### src/rtl/batch_accum_taint.sv
// Batch accumulator for the multiplier product stream: sums BATCH products (or
// fewer, if the sum saturates) and emits one registered result pulse per batch, with coarse taint.
module batch_accum_taint #(
    parameter int WIDTH     = 4,
    parameter int ACC_WIDTH = 9,
    parameter int BATCH     = 4
) (
    input  logic                   clk,
    input  logic                   rst,
    input  logic                   in_valid,
    input  logic                   in_valid_t,
    input  logic [2*WIDTH-1:0]     in_data,
    input  logic                   in_data_t,
    output logic                   out_valid,
    output logic                   out_valid_t,
    output logic [ACC_WIDTH-1:0]   out_sum,
    output logic                   out_sum_t,
    output logic [2:0]             out_count,
    output logic                   out_sat
);

    localparam int PW = 2 * WIDTH;

    logic [ACC_WIDTH-1:0] acc;
    logic [2:0]           cnt;
    logic                 acc_t;
    logic                 cnt_t;
    logic                 ctl_t;

    logic [ACC_WIDTH:0]   nsum;
    logic [2:0]           cnt_inc;
    logic                 sat;
    logic                 close;

    always_comb begin
        nsum    = {1'b0, acc} + {{(ACC_WIDTH + 1 - PW){1'b0}}, in_data};
        sat     = nsum[ACC_WIDTH];
        cnt_inc = cnt + 3'd1;
        close   = sat || (cnt_inc == 3'(BATCH));
    end

    always_ff @(posedge clk) begin
        if (rst) begin
            acc       <= '0;
            cnt       <= '0;
            out_valid <= 1'b0;
            out_sum   <= '0;
            out_count <= '0;
            out_sat   <= 1'b0;
        end else begin
            out_valid <= 1'b0;
            if (in_valid) begin
                if (close) begin
                    out_valid <= 1'b1;
                    out_sum   <= sat ? '1 : nsum[ACC_WIDTH-1:0];
                    out_count <= cnt_inc;
                    out_sat   <= sat;
                    acc       <= '0;
                    cnt       <= '0;
                end else begin
                    acc <= nsum[ACC_WIDTH-1:0];
                    cnt <= cnt_inc;
                end
            end
        end
    end

    // Sticky taint: saturation lets data steer cnt, so data taint reaches cnt_t too.
    always_ff @(posedge clk) begin
        if (rst) begin
            acc_t     <= 1'b0;
            cnt_t     <= 1'b0;
            ctl_t     <= 1'b0;
            out_sum_t <= 1'b0;
        end else begin
            cnt_t     <= cnt_t | in_valid_t | acc_t | in_data_t;
            acc_t     <= acc_t | in_valid_t | in_data_t;
            ctl_t     <= in_valid_t | in_data_t;
            out_sum_t <= out_sum_t | acc_t | in_data_t | in_valid_t;
        end
    end

    assign out_valid_t = cnt_t | acc_t | ctl_t;

endmodule

### config.mk
export PLATFORM = sky130hd
export DESIGN_NAME = batch_accum_taint
export DESIGN_NICKNAME = d
export VERILOG_FILES = /design/src/rtl/batch_accum_taint.sv
export SDC_FILE = /design/constraint.sdc
export NUM_CORES = 1
export LEC_CHECK = 0
export ABC_CLOCK_PERIOD_IN_PS = 2300
export CORE_MARGIN = 3
export CORE_UTILIZATION = 46
export DETAILED_ROUTE_END_ITERATION = 10
export PLACE_DENSITY_LB_ADDON = 0.12
export SETUP_SLACK_MARGIN = 0.5
export SYNTH_ARGS = -nofsm -noshare
export SYNTH_HDL_FRONTEND = slang
export SYNTH_SLANG_ARGS = --single-unit
### constraint.sdc
create_clock -name clk -period 2.3 [get_ports clk]
set_input_delay 0.46 -clock clk [delete_from_list [all_inputs] [get_ports clk]]
set_output_delay 0.46 -clock clk [all_outputs]
set_load 0.1 [all_outputs]
* After elaboration in Yosys (flattened, before gate mapping) *
Index checks and enable logic that the tools add are counted.

word-level totals
  input port bits = 13
  register bits after elaboration = 30
  output and inout port bits = 16
  logic and storage cells = 32

operators by class
  equal/unequal tests = 1
  multiplexer cells = 4
  reduce and logical (&&, ||, !) cells = 3
  $add $sub $neg = 2
  bitwise operators = 12

operators by type and width
  operator                                                        number
  9-bit 2-to-1 mux                                                2
  1-bit bitwise OR                                                11
  9-bit by 8-bit adder with 10-bit output                         1
  3-bit by 1-bit adder with 3-bit output (second input constant)  1
  3-bit == test (second input constant)                           1
  3-bit 2-to-1 mux                                                1
  2-bit AND reduction                                             1
  2-bit OR reduction                                              1
  1-bit logical OR                                                1
  1-bit 2-to-1 mux                                                1
  1-bit inverter                                                  1

* Longest topological paths before layout *
Gate-level depths: netlist of run 1.

  depth after elaboration = 4
  gate-level depth with buffers = 9

* Worst setup path after synthesis of run 1 *
No wires, ideal clock.

  path kind = input -> register
  from = input in_data[0]
  to = register out_sum[8]
  arrival time = 2.205 ns
  buffers on the path = 0
  cell stages on the path = 8
  path slack = -0.048 ns
  cells stage by stage = ha_1 inv_1 fa_1 nand2b_1 a211oi_1 mux2i_1 a2111oi_1 a211oi_1

between the ends
  longest elaborated chain between the ends = 3

ends and longest elaborated chain
  element                                    RTL line  text
  start, declared                            12        input logic [2*WIDTH-1:0] in_data,
  9-bit by 8-bit adder with 10-bit output *  36        nsum = {1'b0, acc} + {{(ACC_WIDTH + 1 - PW){1'b0}}, in_data};
  1-bit logical OR                           39        close = sat || (cnt_inc == 3'(BATCH));
  2-bit AND reduction (no source line)       --
  end signal, assigned                       55        out_sum <= sat ? '1 : nsum[ACC_WIDTH-1:0];
  end, declared                              16        output logic [ACC_WIDTH-1:0] out_sum,

Mark *: on every way between the ends. The rest lies on a longest branch, timed or not.
A chain may end at the register's enable or synchronous reset.

* Worst setup path after layout of run 1 *
  from = input in_data[5]
  to = register out_count[0]

between the ends
  longest elaborated chain between the ends = 3

ends and longest elaborated chain
  element                                  RTL line  text
  9-bit by 8-bit adder with 10-bit output  36
  1-bit logical OR                         39
  2-bit AND reduction (no source line)     --
  end signal, assigned                     56        out_count <= cnt_inc;
  end, declared                            18        output logic [2:0] out_count,

Every way passes these cells.

==> results of run 1 <==
-- worst register-to-register path, cell delays in order (launching register included) --
cell and delay, ns:
dfxtp_2 0.35, ha_4 0.22, buf_6 0.11, nand4_1 0.13, buf_4 0.14, nor2_4 0.04, or4_4 0.56, buf_6 0.16
a21oi_1 0.21, a211oi_2 0.07
-- placed cells by master, fill, tap and decap left out, types with 5 or more instances in the layout --
master | synthesis | layout
buf_4 | 0 | 48
dfxtp_1 | 30 | 26
nand2b_1 | 15 | 14
a21oi_2 | 0 | 14
a21oi_1 | 27 | 13
nor2_1 | 12 | 10
buf_6 | 2 | 7
inv_1 | 7 | 6
ha_4 | 0 | 6
nand3_2 | 0 | 5
nand2_1 | 5 | 5
a211oi_1 | 10 | 5
clkbuf_4 | 0 | 5
dlygate4sd2_1 | 0 | 5
-- per-stage QoR --
| stage | setup TNS (ns) | area [µm²] | hold slack (ns) |
|---|---|---|---|
| floorplan | 0 | 1650 | 0.446 |
| global placement | -7.07 | 2110 | 0.437 |
| detailed placement | -7.89 | 2110 | 0.461 |
| CTS | 0 | 2390 | 0.474 |
| global route | 0 | 2480 | 0.511 |
| finish | 0 | 2480 | 0.468 |
-- sequential cells by signal, indices dropped and copies added, names as in the netlist --
signal / cells
ctl_t: 1
cnt_t: 1
out_valid: 1
out_sum: 9
out_count: 3
out_sum_t: 1
acc_t: 1
out_sat: 1
acc: 9
cnt: 3
-- kinds of logic after synthesis --
| family | synth area share (%) |
|---|---|
| buffers and inverters | 5.03 |
| adder cells (fa/ha/maj) | 9.13 |
| AO/OA/AOI/OAI | 24.9 |
| XOR/XNOR | 2.20 |
| AND/OR/NAND/NOR | 20.3 |
| flip-flops | 37.8 |
| multiplexers | 0.629 |
-- cell type report --
| type | instances | area [µm²] |
|---|---|---|
| Clock buffer | 6 | 51.3 |
| Clock inverter | 2 | 12.5 |
| Fill cell | 201 | 696 |
| Inverter | 7 | 26.3 |
| Multi-Input combinational cell | 132 | 1180 |
| Sequential cell | 30 | 606 |
| Tap cell | 44 | 55.1 |
| Timing Repair Buffer | 67 | 548 |
-- path summary, 6_finish.rpt --
path	end	slack, ns	cells after the start
worst max-delay path	out_count[0]$_SDFFE_PP0P_	0.21	9
worst min-delay path	out_count[1]$_SDFFE_PP0P_	0.47	2
worst max register to register	out_count[0]$_SDFFE_PP0P_	0.21	9
worst min register to register	out_count[1]$_SDFFE_PP0P_	0.47	2
-- repair_timing --
item                                    4_1_cts  5_1_grt
endpoints found under the setup margin       26       26
gates resized for setup                      54       10
setup buffers                                 4        5
pin swaps                                    30       14
-- report_power, final --
group	internal, W	switching [W]	total [W]
logic	0.000259	0.000308	0.000567
registers	0.000557	0.0000316	0.000589
clock network	0.000147	0.000187	0.000334
total	0.000963	0.000527	0.00149
-- metal layers --
metal	share of wire [%]	up-vias	global-route usage (%)
li1	-	775	-
met1	41	770	25.8
met2	53	55	39.2
met3	5.0	8	6.07
met4	0.96	0	7.92
met5	0	-	0
==> summary.md, run 1 <==
| Metric | Value |
|---|---|
| Outcome | finished clean |
| Largest net degree at the start of global routing | 26 |
| Hold Violations, Final | 0 |
| Drt total wl | between 4 and 5 mm |
| Setup slack at placement | -0.409 ns |
| DRT antenna net count | 0 |
| Ratio of cells with drive above 1 in the final layout | 48.0% |
| Grt ovf | 0 |
| Max-slew violation count | 0 |
| Tot Pwr | about 0.0015 W |
| First-pass GRT wire length | 7.28 mm |
| Die span in y | around 65 µm |
| Netlist cell types | 38 |
| Ant. Diodes | 0 |
| Port bufs | 28 |
| Mapped cell area | 1590 µm² |
| Crit. Startpoint | in_data[5] |
| Post-synth top flop | dfxtp_1 |
| Finish-stage setup viols | 0 |
| CP max FO | 6 |
| Post-DP HPWL | just over 3 mm |
| DRT iter0 DRCs | 47 |
| Slew of the pin with the lowest slew margin | 0.590 ns |
| Total GRT Usage | 22.3% |
| Post-synth EDFFs | 0 |
| Critical path arrival | about 2.3 ns |
| Core box area | 3180 µm² |
| Most common cell in the netlist | dfxtp_1 |
| Final Non-Filler Cells | 288 |
| Top cell type's share of synthesized area | 37.8% |
| Vias | about 1600 |
| # clock sinks | 30 |
| Fmax | around 480 MHz |
| VDD IR max | around 350 µV |
| Routed vias/inst | between 5 and 6 |
| Top post-synthesis cells by area | dfxtp_1 (38%), a21oi_1 (8.5%), ha_1 (7.9%), nand2b_1 (5.9%), a211oi_1 (4.7%) |
| Core Rows | 20 |
| Clk slew on worst S/H paths | ~0.10 ns |
| Final min period | between 2 and 2.5 ns |
| Finished Core Util | between 70% and 80% |
| Register area share after synthesis | a little under two fifths |
| Clock tree buffer depth | 2 |
| Initial Util | between 50% and 60% |
| CP max stage cell | or4_4 |
| Yosys reg bits | 30 |
| Worst setup margin | around 0.21 ns |
| Worst r2r src | acc[6]$_SDFFE_PP0P_ |
| Power density over the cells | between 600 and 700 nW/µm² |
| # DRC | 0 |
| Number of global-route vias before repair | about 1600 |
| Die area | about 4200 µm² |
| Static Leak | 0.987 nW |
| Crit share post-route | around nine tenths |
| Wirelength per Cell | about 16 µm |
| Area Overhead vs Synth | 56.1% |
| Cells after Synth | ~180 |
| WS Path Type | in -> reg |
| GPL Wtd Cong | 0.812 |
| Top cells by count, synth | dfxtp_1 (30), a21oi_1 (27), nand2b_1 (15), nor2_1 (12) |
| Syn nets | between 200 and 250 |
| Nets | between 200 and 300 |
| Initial antenna violation count | 0 |
| Path type of the worst min-delay path | reg -> reg |
| Slew HR | between 60% and 70% |
| Hold Buf Count CTS | 0 |
| Critical path buffer and inverter count | 3 |
| Synth Warn # | 0 |
| Num CTS Buffers | 5 |
| CP required | roughly 2.5 ns |
| Crit path launch type | primary input |
| Yosys top cell by area | dfxtp_1 |
| Root Buffer | clkbuf_4 |
| Synth async-reset ratio | 0% |
| DP Cell Count | about 270 |
| DRT Pass-1 Iters | 4 |
| Mean Syn Cell Area | about 8.9 µm² |
| Die Width | approximately 65 µm |
| Cell family with most CP delay | simple AND/OR/NAND/NOR gates |
| IO Pins | 29 |
| Clock Latency Late Sink | ~0.32 ns |
| RSZ-0062 raised after global routing | true |
| Setup Skew | 0.00348 ns |
| Largest stage delay on the critical path | around 0.56 ns |
| Htree depth | 2 |
| Setup crit end kind | flip-flop |
| Hold path start | out_count[1]$_SDFFE_PP0P_ |
| CP cell instances | dlygate4sd2_1 > ha_1 > nand4_1 > buf_4 > nor2_4 > or4_4 > buf_6 > a21oi_1 > a211oi_2 |
| Maximum capacitance violations | 0 |
| CTS tree | built |
Power figures use the tool's default switching activity.
==> inputs of run 2 (changes only) <==
TNS_END_PERCENT = 100   (was not set)
==> results of run 2 <==
Final layout, timing and power as in run 1 (identical DEF).
